--- config.mk ---
export PLATFORM = sky130hd
export DESIGN_NAME = layer7_fc_sequencer
export DESIGN_NICKNAME = d
export VERILOG_FILES = /design/src/rtl/layer7_pkg.sv /design/src/rtl/layer7_argmax.sv /design/src/rtl/layer7_fc_sequencer.sv
export SDC_FILE = /design/constraint.sdc
export NUM_CORES = 1
export LEC_CHECK = 0
export ABC_AREA = 1
export ABC_CLOCK_PERIOD_IN_PS = 17300
export BUFFER_PORTS_ARGS = -buffer_cell sky130_fd_sc_hd__buf_4
export CAP_MARGIN = 40
export CORE_AREA = 5 5 223 225
export DETAILED_ROUTE_END_ITERATION = 10
export DIE_AREA = 0 0 228 230
export SYNTH_ARGS = -nofsm -noshare
export SYNTH_HDL_FRONTEND = slang
export SYNTH_SLANG_ARGS = --single-unit
--- constraint.sdc ---
create_clock -name clk -period 17.3 [get_ports clk]
set_clock_uncertainty 0.1 [all_clocks]
set_input_delay 0.865 -clock clk [delete_from_list [all_inputs] [get_ports clk]]
set_output_delay 0.865 -clock clk [all_outputs]
set_load 0.1 [all_outputs]
--- src/rtl/layer7_pkg.sv ---
// Shared types and constants for the layer-7 fully-connected sequencer.
package layer7_pkg;

  typedef enum logic [2:0] {
    S_IDLE      = 3'd0,
    S_BIAS_LOAD = 3'd1,
    S_BIAS_WAIT = 3'd2,
    S_START     = 3'd3,
    S_CALC      = 3'd4,
    S_ARGMAX    = 3'd5,
    S_OUT       = 3'd6
  } l7_seq_state_t;

  localparam int L7_CHANNELS         = 10;
  localparam int L7_BIAS_LOAD_CYCLES = L7_CHANNELS + 1;
  localparam int L7_CLASS_W          = 4;

endpackage

--- src/rtl/layer7_argmax.sv ---
// Sequential argmax over the captured logits: one signed compare per cycle.
// On start, channel 0 seeds the running maximum; channels 1..CHANNELS-1
// follow, and only a strictly greater logit replaces it (ties keep the
// lower index). done is high during the cycle that evaluates the last channel.
import layer7_pkg::*;

module layer7_argmax #(
  parameter int CHANNELS = L7_CHANNELS,
  parameter int WORD     = 16
) (
  input  logic                         clk,
  input  logic                         rst,
  input  logic                         start,
  input  logic [CHANNELS*WORD-1:0]     logits,
  output logic                         done,
  output logic [L7_CLASS_W-1:0]        max_class,
  output logic signed [WORD-1:0]       max_score
);

  logic                    active;
  logic [L7_CLASS_W-1:0]   idx;
  logic signed [WORD-1:0]  cand;

  assign cand = logits[idx*WORD +: WORD];
  assign done = active && (idx == L7_CLASS_W'(CHANNELS - 1));

  // Walk the index counter and keep the running maximum.
  always_ff @(posedge clk or posedge rst) begin
    if (rst) begin
      active    <= 1'b0;
      idx       <= '0;
      max_class <= '0;
      max_score <= '0;
    end else if (start) begin
      active    <= 1'b1;
      idx       <= L7_CLASS_W'(1);
      max_class <= '0;
      max_score <= logits[WORD-1:0];
    end else if (active) begin
      if (cand > max_score) begin
        max_class <= idx;
        max_score <= cand;
      end
      if (done) active <= 1'b0;
      else      idx    <= idx + 1'b1;
    end
  end

endmodule

--- src/rtl/layer7_fc_sequencer.sv ---
// Layer-7 FC controller: bias load once after reset, FC launch with a
// watchdog, logit capture, argmax and a valid/ready result handshake.
//
//   state       | meaning
//   ------------+----------------------------------------------------
//   IDLE        | waiting for layer6_done (or pending) with weights valid
//   BIAS_LOAD   | bias_store_done pulse, starts bias shift-in
//   BIAS_WAIT   | CHANNELS+1 cycles for the bias chain to fill
//   START       | pixel_store_done pulse, watchdog armed
//   CALC        | waiting for fc_calculation_done, watchdog counting
//   ARGMAX      | sequential argmax over the captured logits
//   OUT         | result_valid held until result_ready
import layer7_pkg::*;

module layer7_fc_sequencer #(
  parameter int CHANNELS     = L7_CHANNELS,
  parameter int WORD         = 16,
  parameter int CALC_TIMEOUT = 1024
) (
  input  logic                      clk,
  input  logic                      rst,
  input  logic                      layer6_done,
  input  logic                      weight_loaded,
  input  logic                      fc_calculation_done,
  input  logic [CHANNELS*WORD-1:0]  fc_output_data,
  output logic                      bias_store_done,
  output logic                      pixel_store_done,
  output logic                      result_valid,
  input  logic                      result_ready,
  output logic [L7_CLASS_W-1:0]     result_class,
  output logic [WORD-1:0]           result_score,
  output logic [CHANNELS*WORD-1:0]  result_logits,
  output logic                      busy,
  output logic                      err_timeout,
  output logic                      err_overrun,
  input  logic                      clear_err
);

  localparam int BC_W = $clog2(CHANNELS + 1);
  localparam int WD_W = (CALC_TIMEOUT > 1) ? $clog2(CALC_TIMEOUT) : 1;

  l7_seq_state_t            state;
  logic                     pending;
  logic                     bias_programmed;
  logic [BC_W-1:0]          bias_cnt;
  logic [WD_W-1:0]          wdog;
  logic                     argmax_start;
  logic                     argmax_done;
  logic [CHANNELS*WORD-1:0] argmax_logits;
  logic signed [WORD-1:0]   argmax_score;

  // Channel 0 seeds the maximum in the capture cycle, before result_logits updates.
  assign argmax_start  = (state == S_CALC) && fc_calculation_done;
  assign argmax_logits = (state == S_CALC) ? fc_output_data : result_logits;
  assign busy          = (state != S_IDLE);
  assign result_score  = argmax_score;

  layer7_argmax #(
    .CHANNELS (CHANNELS),
    .WORD     (WORD)
  ) u_argmax (
    .clk       (clk),
    .rst       (rst),
    .start     (argmax_start),
    .logits    (argmax_logits),
    .done      (argmax_done),
    .max_class (result_class),
    .max_score (argmax_score)
  );

  // Sequencer FSM with registered strobes, counters and sticky errors.
  always_ff @(posedge clk or posedge rst) begin
    if (rst) begin
      state            <= S_IDLE;
      pending          <= 1'b0;
      bias_programmed  <= 1'b0;
      bias_cnt         <= '0;
      wdog             <= '0;
      bias_store_done  <= 1'b0;
      pixel_store_done <= 1'b0;
      result_valid     <= 1'b0;
      result_logits    <= '0;
      err_timeout      <= 1'b0;
      err_overrun      <= 1'b0;
    end else begin
      bias_store_done  <= 1'b0;
      pixel_store_done <= 1'b0;

      // Clear first so a same-cycle error set below takes priority.
      if (clear_err) begin
        err_timeout <= 1'b0;
        err_overrun <= 1'b0;
      end

      if ((state != S_IDLE) && layer6_done) begin
        if (pending) err_overrun <= 1'b1;
        else         pending     <= 1'b1;
      end

      case (state)
        S_IDLE: begin
          if ((layer6_done || pending) && weight_loaded) begin
            pending <= 1'b0;
            if (bias_programmed) begin
              state            <= S_START;
              pixel_store_done <= 1'b1;
            end else begin
              state           <= S_BIAS_LOAD;
              bias_store_done <= 1'b1;
            end
          end else if (layer6_done) begin
            pending <= 1'b1;
          end
        end
        S_BIAS_LOAD: begin
          state    <= S_BIAS_WAIT;
          bias_cnt <= BC_W'(CHANNELS);
        end
        S_BIAS_WAIT: begin
          if (bias_cnt == '0) begin
            bias_programmed  <= 1'b1;
            state            <= S_START;
            pixel_store_done <= 1'b1;
          end else begin
            bias_cnt <= bias_cnt - 1'b1;
          end
        end
        S_START: begin
          wdog  <= WD_W'(CALC_TIMEOUT - 1);
          state <= S_CALC;
        end
        S_CALC: begin
          if (fc_calculation_done) begin
            result_logits <= fc_output_data;
            state         <= S_ARGMAX;
          end else if (wdog == '0) begin
            err_timeout <= 1'b1;
            state       <= S_IDLE;
          end else begin
            wdog <= wdog - 1'b1;
          end
        end
        S_ARGMAX: begin
          if (argmax_done) begin
            result_valid <= 1'b1;
            state        <= S_OUT;
          end
        end
        S_OUT: begin
          if (result_ready) begin
            result_valid <= 1'b0;
            state        <= S_IDLE;
          end
        end
        default: state <= S_IDLE;
      endcase
    end
  end

endmodule

==> summary.md <==
| Metric | Value |
|---|---|
| DRT iter0 DRCs | between 1000 and 1500 |
| Slew HR | between 30% and 40% |
| Arrival @ worst endpoint | 6.20 ns |
| Leading area contributor after synthesis | dfrtp_1 |
| Post-layout min period | ~6 ns |
| # IOs | 353 |
| Synth cell types | 35 |
| Avg WL per Cell | 21.3 um |
| Initial Utilization | 24.8% |
| DRC | 0 |
| # Max-Cap Violations | 0 |
| Cts hold-fix bufs | 0 |
| Worst-Skew Late Latency | 0.55 ns |
| Worst Tran Pin Value | 0.954 ns |
| Final hold slack | 0.286 ns |
| Die width | roughly 230 um |
| DR pass1 iterations | 5 |
| Die area | 52400 um^2 |
| Synth Instances | roughly 1600 |
| Fin. max-slew vios | 0 |
| Worst hold path class | input pin to async pin |
| Placement Setup Slack | 11.50 ns |
| Synth top cells by count | 480 x nand2_1, 275 x nand3_1, 209 x dfrtp_1, 154 x o21ai_0, 145 x inv_1 |
| Setup ws final | 11.43 ns |
| Critical path's slowest cell | buf_4 |
| Area contributors post-synth | dfrtp_1 45%, nand2_1 15%, nand3_1 12% |
| RSZ-0062 raised after global routing | no |
| Clk buf depth | 3 |
| Most numerous cell in the Yosys netlist | nand2_1 |
| Largest net degree at the start of global routing | between 100 and 150 |
| Layout fillers | 5010 |
| Row count | 80 |
| Final setup viols | 0 |
| Seq/Total Area, Yosys | 44.5% |
| Critical Path Fanout Max | 105 |
| Remaining Overflow, GRT | 0 |
| CTS Buf Count | 28 |
| H-tree depth | 1 |
| DP HPWL | 39.4 mm |
| Total GRT Usage | 19.6% |
| Setup tns final | 0 ns |
| PortBufs | 352 |
| FF-to-FF Start | state[2] |
| Top FF cell, synth | dfrtp_1 |
| Status | finished, final reports clean |
| Antenna violations before repair | 3 |
| Fin. Hold Viols | 0 |
| R2r setup slk | roughly 11 ns |
| Setup crit start | state[2] |
| Syn Std Cell Area | 11700 um^2 |
| First-pass GRT wire length | 80.2 mm |
| Final GP Congestion | ~0.91 |
| CTS root buffer | clkbuf_16 |
| Final net count | 2104 |
| Final WL | 54.3 mm |
| Post-Syn Nets | around 1800 |
| Layout area overhead | 35.6% |
| Slowest stage delay, CP | 0.74 ns |
| Req. time, crit path | ~18 ns |
| ANT cells | 0 |
| Post-route ant nets | 0 |
| Die Height | approximately 230 um |
| Post-synth EDFFs | 0 |
| TritonCTS clock tree | done |
| Ys async rst share | 100% |
| Proportion of layout cells with a drive suffix above 1 | between 20 and 25% |
| Vias in the first global route | 12348 |
| Critical path class | flop to flop |
| #FFs+latches synth | between 200 and 250 |
| Maximum clock rate | approximately 170 MHz |
| Clock slew at reported path FFs | 0.06 ns |
| Core area | 47300 um^2 |
| Yosys warnings | 0 |
| Setup crit end kind | flop |
| Clock sink count | roughly 210 |
| Post-DR vias/cell | about 5.0 |
| Postcts setup bufs | 0 |
| Final period util | 33.9% |
| Crit path top cell by count | nand2_1 |
| Syn avg cell area | 7.22 um^2 |
| Post_cts resized | 0 |
| CP Launch Type | flop |
| Top cell type's share of synthesized area | between 40 and 50% |
| Vias post-DR | around 13000 |
## kinds of logic after synthesis
kind of cell               after synthesis  synth area share [%]
AOI/OAI and AO/OA                      278                  13.2
xor gates and xnor gates                 2                 0.149
adders and majority gates               20                  2.13
buffers and inverters                  258                  8.66
DFF                                    209                  44.5
and+or+nand+nor                        858                  31.3
## metal layers
layer	up-vias	GRT usage (%)	part of all wire (%)
li1	5957	-	-
met1	6039	26.0	42
met2	594	32.3	46
met3	96	5.03	8.3
met4	6	4.99	2.9
met5	-	0	0.076
## metrics by stage
stage	cell area [um^2]	cells	utilization (%)
after floorplan	11700	1625	-
after global placement	14800	2496	31.4
after detailed placement	15000	2502	31.6
after CTS	15900	2553	33.6
after global routing	15900	2553	33.6
final	15900	2553	33.6
## final cells by class
class                   count  area, um^2  share of cell area, %
clock buffers              42         855                   5.37
clock inverters             9        98.8                  0.621
inverters                 147         567                   3.56
multi-input cells        1158        5520                   34.7
flip-flops and latches    209        5240                   32.9
well taps                 615         769                   4.83
repair buffers            373        2880                   18.1
## cells in the final DEF (no fill, tap or decap), types with 29 or more instances in the layout
master / synthesis / final
nand2_1: 480 / 480
buf_4: 4 / 368
nand3_1: 275 / 275
dfrtp_1: 209 / 206
o21ai_0: 154 / 154
inv_1: 145 / 139
nor2_1: 65 / 65
o22ai_1: 31 / 31
a21oi_1: 29 / 29
o211ai_1: 29 / 29
clkbuf_16: 0 / 29
## worst max-delay path, delay by kind of cell, from the launching register on
family | cells | cell delay [ns]
and+or+nand+nor | 20 | 2.98
DFF | 1 | 0.33
adders and majority gates | 1 | 0.26
buffers and inverters | 4 | 1.90
## path summary, 6_finish.rpt
check	endpoint	depth (start not counted)
worst min register to register	bias_store_done	1
max in group asynchronous	u_argmax.idx[0]	4
min in group clk	bias_store_done	1
worst min-delay path	bias_store_done	2
worst max-delay path	u_argmax.max_score[2]	25
worst max register to register	u_argmax.max_score[2]	25
## sequential cells by signal, summed over array words and instances (netlist names), 3 cells and up
name                flops
state                   3
u_argmax.max_score     16
bias_cnt                4
result_logits         160
wdog                   10
u_argmax.max_class      4
u_argmax.idx            4
Power is not shown: default switching activity piles up to over one toggle a cycle in this logic, so the estimate is an artifact.
